===== config.mk =====
export PLATFORM = sky130hd
export DESIGN_NAME = fp_issue_ctrl
export DESIGN_NICKNAME = d
export VERILOG_FILES = /design/src/rtl/fp_issue_ctrl.sv
export SDC_FILE = /design/constraint.sdc
export NUM_CORES = 1
export LEC_CHECK = 0
export CAP_MARGIN = 40
export CORE_UTILIZATION = 47
export DETAILED_ROUTE_END_ITERATION = 10
export PLACE_DENSITY = 0.91
export SLEW_MARGIN = 20
export SYNTH_ARGS = -nofsm -noshare
export SYNTH_HDL_FRONTEND = slang
export SYNTH_SLANG_ARGS = --single-unit
export TNS_END_PERCENT = 5

===== constraint.sdc =====
create_clock -name clk -period 2.68 [get_ports clk]
set_input_delay 0.536 -clock clk [delete_from_list [all_inputs] [get_ports clk]]
set_output_delay 0.536 -clock clk [all_outputs]
set_load 0.01 [all_outputs]

===== src/rtl/fp_issue_ctrl.sv =====
// fp_issue_ctrl: sequences the multi-cycle FP unit (ADDF/MULTF) in the EX stage
// and the STOP drain-and-halt. It drives the pipeline stall/bubble controls
// and the FP unit start/abort strobes.
module fp_issue_ctrl #(
    parameter int ADDF_LAT  = 3,
    parameter int MULTF_LAT = 5,
    parameter int DRAIN_CYC = 3,
    parameter int REG_WIDTH = 4,
    parameter int CNT_W     = 4
) (
    input  logic                 clk,
    input  logic                 rst,
    input  logic                 FloatingE_i,
    input  logic                 fp_mul_i,
    input  logic [REG_WIDTH-1:0] rdE_i,
    input  logic                 stop_i,
    input  logic                 flush_i,
    output logic                 fp_start_o,
    output logic                 fp_op_o,
    output logic                 fp_abort_o,
    output logic                 fp_result_valid_o,
    output logic                 fp_busy_o,
    output logic [REG_WIDTH-1:0] fp_rd_o,
    output logic                 stall_PC_o,
    output logic                 stall_IF_ID_o,
    output logic                 stall_ID_EX_o,
    output logic                 bubble_EX_MEM_o,
    output logic                 halted_o
);

    typedef enum logic [2:0] {
        S_IDLE,
        S_BUSY,
        S_WB,
        S_DRAIN,
        S_HALT
    } state_t;

    // BUSY counter preload: the start cycle and the WB cycle are not counted
    // by the BUSY countdown, so BUSY lasts LAT-2 cycles (cnt runs LAT-3..0).
    localparam logic [CNT_W-1:0] ADDF_CNT  = CNT_W'(ADDF_LAT - 3);
    localparam logic [CNT_W-1:0] MULTF_CNT = CNT_W'(MULTF_LAT - 3);
    localparam logic [CNT_W-1:0] DRAIN_CNT = CNT_W'(DRAIN_CYC - 1);
    localparam logic [CNT_W-1:0] CNT_ONE   = CNT_W'(1);

    state_t               state, state_nxt;
    logic [CNT_W-1:0]     cnt, cnt_nxt;
    logic                 op_nxt;
    logic [REG_WIDTH-1:0] rd_nxt;
    logic                 start_short;

    // A two-cycle op skips BUSY entirely and goes straight to WB.
    assign start_short = fp_mul_i ? (MULTF_LAT == 2) : (ADDF_LAT == 2);

    // Next-state, counter and output decode from state and inputs.
    always_comb begin
        // NOTE: every signal gets a default first so no path leaves one unassigned (no latches).
        state_nxt         = state;
        cnt_nxt           = cnt;
        op_nxt            = fp_op_o;
        rd_nxt            = fp_rd_o;
        fp_start_o        = 1'b0;
        fp_abort_o        = 1'b0;
        fp_result_valid_o = 1'b0;
        fp_busy_o         = 1'b0;
        stall_PC_o        = 1'b0;
        stall_IF_ID_o     = 1'b0;
        stall_ID_EX_o     = 1'b0;
        bubble_EX_MEM_o   = 1'b0;
        halted_o          = 1'b0;

        unique case (state)
            S_IDLE: begin
                if (FloatingE_i && !flush_i) begin
                    // FP start wins over stop_i; ID is held, so STOP comes back later.
                    fp_start_o      = 1'b1;
                    stall_PC_o      = 1'b1;
                    stall_IF_ID_o   = 1'b1;
                    stall_ID_EX_o   = 1'b1;
                    bubble_EX_MEM_o = 1'b1;
                    op_nxt          = fp_mul_i;
                    rd_nxt          = rdE_i;
                    if (start_short) begin
                        state_nxt = S_WB;
                    end else begin
                        state_nxt = S_BUSY;
                        cnt_nxt   = fp_mul_i ? MULTF_CNT : ADDF_CNT;
                    end
                end else if (FloatingE_i) begin
                    // Flushed FP instruction: it never starts.
                    state_nxt = S_IDLE;
                end else if (stop_i) begin
                    state_nxt = S_DRAIN;
                    cnt_nxt   = DRAIN_CNT;
                end
            end
            S_BUSY: begin
                stall_PC_o      = 1'b1;
                stall_IF_ID_o   = 1'b1;
                stall_ID_EX_o   = 1'b1;
                bubble_EX_MEM_o = 1'b1;
                fp_busy_o       = 1'b1;
                if (flush_i) begin
                    fp_abort_o = 1'b1;
                    state_nxt  = S_IDLE;
                end else if (cnt == '0) begin
                    state_nxt = S_WB;
                end else begin
                    cnt_nxt = cnt - CNT_ONE;
                end
            end
            S_WB: begin
                fp_busy_o         = 1'b1;
                fp_result_valid_o = !flush_i;
                fp_abort_o        = flush_i;
                state_nxt         = S_IDLE;
            end
            S_DRAIN: begin
                // Front end frozen while older instructions leave the pipe.
                stall_PC_o    = 1'b1;
                stall_IF_ID_o = 1'b1;
                if (cnt == '0) begin
                    state_nxt = S_HALT;
                end else begin
                    cnt_nxt = cnt - CNT_ONE;
                end
            end
            S_HALT: begin
                stall_PC_o    = 1'b1;
                stall_IF_ID_o = 1'b1;
                stall_ID_EX_o = 1'b1;
                halted_o      = 1'b1;
            end
            default: begin
                state_nxt = S_IDLE;
            end
        endcase
    end

    // State, counter and latched op/destination registers with synchronous reset.
    always_ff @(posedge clk) begin
        // NOTE: sequential state uses non-blocking assignments so every register updates from pre-edge values.
        if (!rst) begin
            state   <= S_IDLE;
            cnt     <= '0;
            fp_op_o <= 1'b0;
            fp_rd_o <= '0;
        end else begin
            state   <= state_nxt;
            cnt     <= cnt_nxt;
            fp_op_o <= op_nxt;
            fp_rd_o <= rd_nxt;
        end
    end

endmodule

Yosys cells after proc, flatten, opt, wreduce, memory -nomap -nowiden:

Cells that the tools add are included.

* flip-flop bits (word level): 12
* output and inout bits: 14
* word-level logic and storage cells: 51

* add/subtract/negate cells: 1
* equality and inequality tests: 10
* multiplexer cells: 24
* bitwise logic cells: 1
* reduce and logical (&&, ||, !) cells: 11

Operator list (count)
* 4-bit 2-to-1 mux: 5
* 3-bit 2-to-1 mux: 6
* 3-bit one-hot mux with 4 select lines: 1
* 4-bit one-hot mux with 3 select lines: 1
* 3-bit inequality test, second input constant: 3
* 1-bit one-hot mux with 2 select lines: 4
* 4-bit AND reduction: 2
* 3-bit by 2-bit == test with 1-bit output, second input constant: 2
* 1-bit 2-to-1 mux: 6
* 4-bit zero test: 1
* 2-bit inequality test, second input constant: 2
* 4-bit inequality test, second input constant: 1
* 2-bit OR reduction: 2
* 4-bit by 1-bit subtractor with 4-bit output, second input constant: 1
* 3-bit by 1-bit == test with 1-bit output, second input constant: 1
* 3-bit == test, second input constant: 1
* 3-bit zero test: 1
* 3-bit nonzero test: 1
* 3-bit OR reduction: 1
* 2-bit 2-to-1 mux: 1
* 2-bit AND reduction: 1
* 1-bit logical AND: 1
* 1-bit zero test: 1
* 1-bit inverter: 1

Logic depth before layout (Yosys ltp):

Gate-level depths: netlist of run 1.

* depth in word-level cells: 4
* gate-level depth with buffers: 6
* mapped depth without buffers: 6

Worst setup path before layout of run 1:

Ideal clock, no wire load.

* path type: input port to output port
* start: input flush_i
* end: output stall_ID_EX_o
* arrival: 1.327 ns
* required time: 2.144 ns
* path slack: 0.817 ns
* stages: 3
* buffers on the path: 0
* path through: nand2b_4 > nor4_4 > o21bai_1

* word-level cells in the longest chain between the ends: 4

Ends and longest elaborated chain
* from (decl): line 17 `input logic flush_i,`
* 1-bit zero test: line 74 `if (FloatingE_i && !flush_i) begin`
* 1-bit logical AND: line 74
* 1-bit 2-to-1 mux: line 74
* 1-bit one-hot mux with 2 select lines: line 72 `unique case (state)`
* to (decl): line 26 `output logic stall_ID_EX_o,`

Every way passes these cells.

Worst setup path after layout of run 1:

* start: input flush_i
* end: output fp_start_o

* word-level cells in the longest chain between the ends: 4

Ends and longest elaborated chain
* 1-bit zero test: line 74
* 1-bit logical AND: line 74
* 1-bit 2-to-1 mux: line 74
* 1-bit 2-to-1 mux: line 72
* to (decl): line 18 `output logic fp_start_o,`

Every way passes these cells.

==> metrics.md, run 1 <==
| Metric | Value |
|---|---|
| Design area | 994.7 um^2 |
| Post-synthesis cell count | 81 |
| Total gr overflow | 0 |
| Number of synthesized flops with an enable pin | 0 |
| DR DRC count | 0 |
| Mapped Nets | 93 |
| Cts repair resizes | 0 |
| Num rows | 13 |
| Die area | roughly 1700 um^2 |
| Clock Skews | 0.002004 ns |
| DRT antenna net count | 0 |
| Die width | 40.85 um |
| Setup Total Neg Slack | 0 ns |
| Largest net degree at the start of global routing | 13 |
| Clock sinks | 12 |
| Cell Area, Synth | between 700 and 800 um^2 |
| Top Ports | 24 |
| Register area share after synthesis | 33.86% |
| Final Hold Viols | 0 |
| Gpl congestion | 0.6942 |
| Reg2reg end | cnt[2] |
| CTS Buffer Depth | 2 |
| N_diodes | 0 |
| Worst Tran Pin Value | 0.5023 ns |
| Post-CTS setup buffers | 0 |
| Crit share post-route | 98.54% |
| Setup crit end | fp_start_o |
| Nets | 120 |
| Hold_buf cts | 0 |
| Max-cap violations | 0 |
| Rel. slew slack | 66.47% |
| Total CTS buffers | 3 |
| Hold crit path type | flop to flop |
| Reg2Reg Launch Point | state[0] |
| Root Driver | clkbuf_4 |
| First-pass GRT wire length | ~2.8 mm |
| CTS tree | built |
| Hold_ws | between 0.4 and 0.5 ns |
| Initial DRC Count | 17 |
| Distinct cells, synth | 33 |
| P_leak | 0.0003943 uW |
| Post-layout minimum cycle time | 2.641 ns |
| Register-to-register setup slack | 0.83 ns |
| Dpl hpwl | about 1.3 mm |
| Clk_lat worst skew | 0.28 ns |
| Die Y | 40.85 um |
| Setup violators final | 0 |
| Crit-path max FO | 6 |
| Share of layout cells above drive strength 1 | 12.15% |
| Status | finished clean |
| Most common cell after layout, fill and taps aside | clkdlybuf4s50_1 |
| H-tree depth | 1 |
| Fmax | 0.3787 GHz |
| Number of buffers added on ports | 23 |
| Final slew viol count | 0 |
| Syn avg cell area | 8.758 um^2 |
| Power Density | ~570 nW/um^2 |
| First-pass DRT Iterations | 4 |
| Max IR drop VDD | 330.0 uV |
| RSZ-0062 raised after global routing | no |
| GRT Total Usage | 25.65% |
| Yosys Warn Count | 0 |
| Cell Area, Placed | about 950 um^2 |
| Reg2reg path depth | 4 |
| Crit Path Category | input port to output pin |
| Final WL | 1.802 mm |
| Worst Setup End Kind | output pin |
| Placeable Area | between 1000 and 1500 um^2 |
| Highest-count cells in the layout ignoring fill and taps | 23 x clkdlybuf4s50_1, 12 x dfxtp_1, 8 x nor2_1, 8 x nand2_1, 7 x mux2i_1 |
| Clk pin slew, worst setup/hold paths | 0.07 ns |
| Initial Util | 52.55% |
| #FFs+latches synth | 12 |
| Worst setup SP type | input port |
| Synth Flop Type | dfxtp_1 |
| Via density | 5.664 |
| WP data arrival | 2.10 ns |
| Vias in the first global route | between 600 and 700 |
| Routed length per instance | about 15 um |
| Crit path required time | 2.14 ns |
| Worst Setup SP | flush_i |
| Fraction of registers with async set/reset | 0% |
| Area growth syn-to-layout | 40.21% |
| Vias after detailed routing | 691 |
| Fillcell total | 95 |
| Initial antenna violation count | 0 |
## report_power, final
| group | leakage (uW) | switching (uW) | internal (uW) |
|---|---|---|---|
| sequential | 0.0000980 | 26.0 | 194 |
| clock | 0.0000210 | 63.6 | 82.8 |
| combinational | 0.000275 | 91.9 | 110 |
## synth_stat cells, types with 2 or more instances
cell type  number  area [um^2]
a21oi_1         2        10.01
nand2_1         8        30.03
nor2b_1         2        12.51
ha_1            2        25.02
and2_1          3        18.77
dfxtp_1        12        240.2
o221a_2         2        22.52
buf_2           2        10.01
mux2i_1         7        70.07
o21ai_0         3        15.01
nor3_1          3        15.01
inv_1           6        22.52
nor2_1          8        30.03
xnor2_1         2        17.52
## worst min-delay path by stage
| stage | start | end | slack [ns] | cells past startpoint |
|---|---|---|---|---|
| 2_1_floorplan | cnt[1] | cnt[1] | 0.45 | 2 |
| 6_report | cnt[1] | cnt[1] | 0.48 | 2 |
| 3_3_place_gp | cnt[1] | cnt[1] | 0.47 | 2 |
| 5_1_grt | cnt[1] | cnt[1] | 0.52 | 2 |
| 4_1_cts | cnt[1] | cnt[1] | 0.49 | 2 |
| 3_5_place_dp | cnt[1] | cnt[1] | 0.48 | 2 |
## worst max-delay path: stages
cell and delay [ns]:
clkdlybuf4s50_1 0.47, nand2b_4 0.20, nor4_4 0.17, buf_6 0.18, clkdlybuf4s50_1 0.54
## cell families (layout without fill, tap and decap cells)
| logic type | Yosys count | after routing | synth area share, % |
|---|---|---|---|
| AOI/OAI and AO/OA | 15 | 15 | 16.23 |
| xor gates and xnor gates | 2 | 2 | 2.470 |
| adders and majority gates | 2 | 2 | 3.527 |
| buffers and inverters | 10 | 36 | 7.231 |
| DFF | 12 | 12 | 33.86 |
| muxes | 7 | 7 | 9.877 |
| and+or+nand+nor | 33 | 33 | 26.81 |
## cell type report
cell class                 instances  area, um^2  area share, %
tap                               15       18.77          1.887
timing repair buffer              26       256.5          25.79
clock buffer                       4       36.28          3.648
multi-input combinational         59       420.4          42.26
inverter                           6       22.52          2.264
sequential                        12       240.2          24.15
## state kept, by name, summed over array words and instances (netlist names)
name / flops
state: 3
fp_op_o: 1
cnt: 4
fp_rd_o: 4
## layer usage
metal,vias up,wire length (um),global-route usage [%]
met5,-,0,0
met4,0,9,6.667
met3,2,150,8.152
met2,37,931,47.66
met1,317,711,27.24
li1,335,-,-
## per-stage QoR
stage | worst slack [ns] | power [uW] | std cells | util [%]
after floorplan | 0.8171 | 335.6 | 81 | -
after global placement | 0.09530 | 411.7 | 118 | 70.53
after detailed placement | 0.03208 | 420.9 | 118 | 70.53
after CTS | 0.02005 | 568.1 | 122 | 73.22
after global routing | 0.004879 | 602.8 | 122 | 73.68
final | 0.03923 | 568.4 | 122 | 73.68
(Power assumes the default switching activity.)
==> run 2, diff against run 1 <==
PLACE_DENSITY = 0.82   (was 0.91)
==> metrics.md, run 2 (synthesis gave the netlist of run 1 again) <==
| Metric | Value |
|---|---|
| Status | finished clean |
| Largest net degree at the start of global routing | 13 |
| Setup Total Neg Slack | 0 ns |
| Num rows | 13 |
| WP data arrival | 2.04 ns |
| Final WL | 1.500 mm |
| Crit Path Category | input port to output pin |
| Crit path required time | 2.14 ns |
| Largest registers | cnt: 4 flops, fp_rd_o: 4 flops, state: 3 flops |
| H-tree depth | 1 |
| Power after layout | 559.4 uW |
| Clock sinks | 12 |
| Final slew viol count | 0 |
| Number of buffers added on ports | 23 |
| Initial DRC Count | 14 |
| Die area | 1669 um^2 |
| N_diodes | 0 |
| Gpl congestion | 0.6891 |
| Hold_ws | 0.4932 ns |
| Via density | 5.508 |
| Max IR drop VDD | approximately 330 uV |
| P_leak | approximately 0.0004 uW |
| DR DRC count | 0 |
| Cell Area, Placed | around 950 um^2 |
| Design area | 991.0 um^2 |
| CTS Buffer Depth | 2 |
| First-pass DRT Iterations | 4 |
| Crit share post-route | 96.16% |
| GRT Total Usage | 20.23% |
| Clock Skews | 0.006260 ns |
| GR Layer Usage met3 | under 10% |
| DRT antenna net count | 0 |
| Die width | 40.85 um |
| Post-layout minimum cycle time | 2.577 ns |
| Register-to-register setup slack | 0.86 ns |
| Total CTS buffers | 3 |
| Die Y | 40.85 um |
| RSZ-0062 raised after global routing | no |
| Fmax | 0.3881 GHz |
| Max-cap violations | 0 |
| Worst setup SP type | input port |
| Setup violators final | 0 |
| Worst Tran Pin Value | a little under 0.5 ns |
| Rel. slew slack | 67.56% |
| Share of layout cells above drive strength 1 | 11.21% |
| Nets | 120 |
| Most common cell after layout, fill and taps aside | clkdlybuf4s50_1 |
| Worst Setup End Kind | output pin |
| CTS tree | built |
| Dpl hpwl | 1.154 mm |
| Final Hold Viols | 0 |
| Fillcell total | 106 |
| Power Density | about 560 nW/um^2 |
| Hold_buf cts | 0 |
| First-pass GRT wire length | 2.159 mm |
| Met1 usage | 26.25% |
| GR peak layer | met2 |
| Clk_lat worst skew | around 0.28 ns |
| Met2 Use GR | 29.69% |
| Highest-count cells in the layout ignoring fill and taps | 22 x clkdlybuf4s50_1, 12 x dfxtp_1, 8 x nor2_1, 8 x nand2_1, 7 x mux2i_1 |
| Vias after detailed routing | around 670 |
| Crit-path max FO | 6 |
| Top Ports | 24 |
| Total gr overflow | 0 |
| Hold crit path type | flop to flop |
| Placeable Area | ~1400 um^2 |
| Routed length per instance | 12.30 um |
| Initial Util | between 50% and 60% |
| Root Driver | clkbuf_4 |
| Vias in the first global route | approximately 490 |
| Clk pin slew, worst setup/hold paths | approximately 0.07 ns |
| Initial antenna violation count | 0 |
| Area growth syn-to-layout | 39.68% |
[run 2: area by class of cell]
type,count,area (um^2),area share (%)
Sequential cell,12,240.2,24.24
Timing Repair Buffer,26,255.2,25.76
Multi-Input combinational cell,59,417.9,42.17
Clock buffer,4,36.28,3.662
Inverter,6,22.52,2.273
Tap cell,15,18.77,1.894
[run 2: layer usage]
metal  routed length [um]  part of all wire (%)
met5                    0                     0
met4                   25                   1.7
met1                  697                    46
met3                  107                   7.1
met2                  669                    45
[run 2: worst paths after layout]
path | from | cells past startpoint | to
min reg2reg | cnt[1] | 2 | cnt[1]
max reg2reg | state[0] | 4 | cnt[2]
max | flush_i | 6 | stall_IF_ID_o
min | cnt[1] | 2 | cnt[1]
[run 2: repair_timing]
action,CTS,global route
resized for setup,0,1
setup endpoints to repair,0,3
setup buffers,0,0
[run 2: critical path, stage by stage]
cell and delay (ns):
clkdlybuf4s50_1 0.44, buf_4 0.17, nor2b_1 0.15, o21ai_0 0.09, nand2_1 0.11, clkdlybuf4s50_1 0.54
[run 2: power breakdown]
group	leakage, uW	switching (uW)	total (uW)	internal (uW)
clock network	0.0000210	64.0	147	82.7
registers	0.0000980	25.6	220	194
logic	0.000283	84.9	193	108
total	0.000402	175	559	385
[run 2: stage by stage]
stage                     setup slack (ns)  std cells  util (%)
after floorplan                     0.8171         81         -
after global placement              0.1096        118     70.53
after global routing               0.01293        122     73.40
after detailed placement           0.06935        118     70.53
after CTS                          0.04978        122     73.22
final                               0.1030        122     73.40
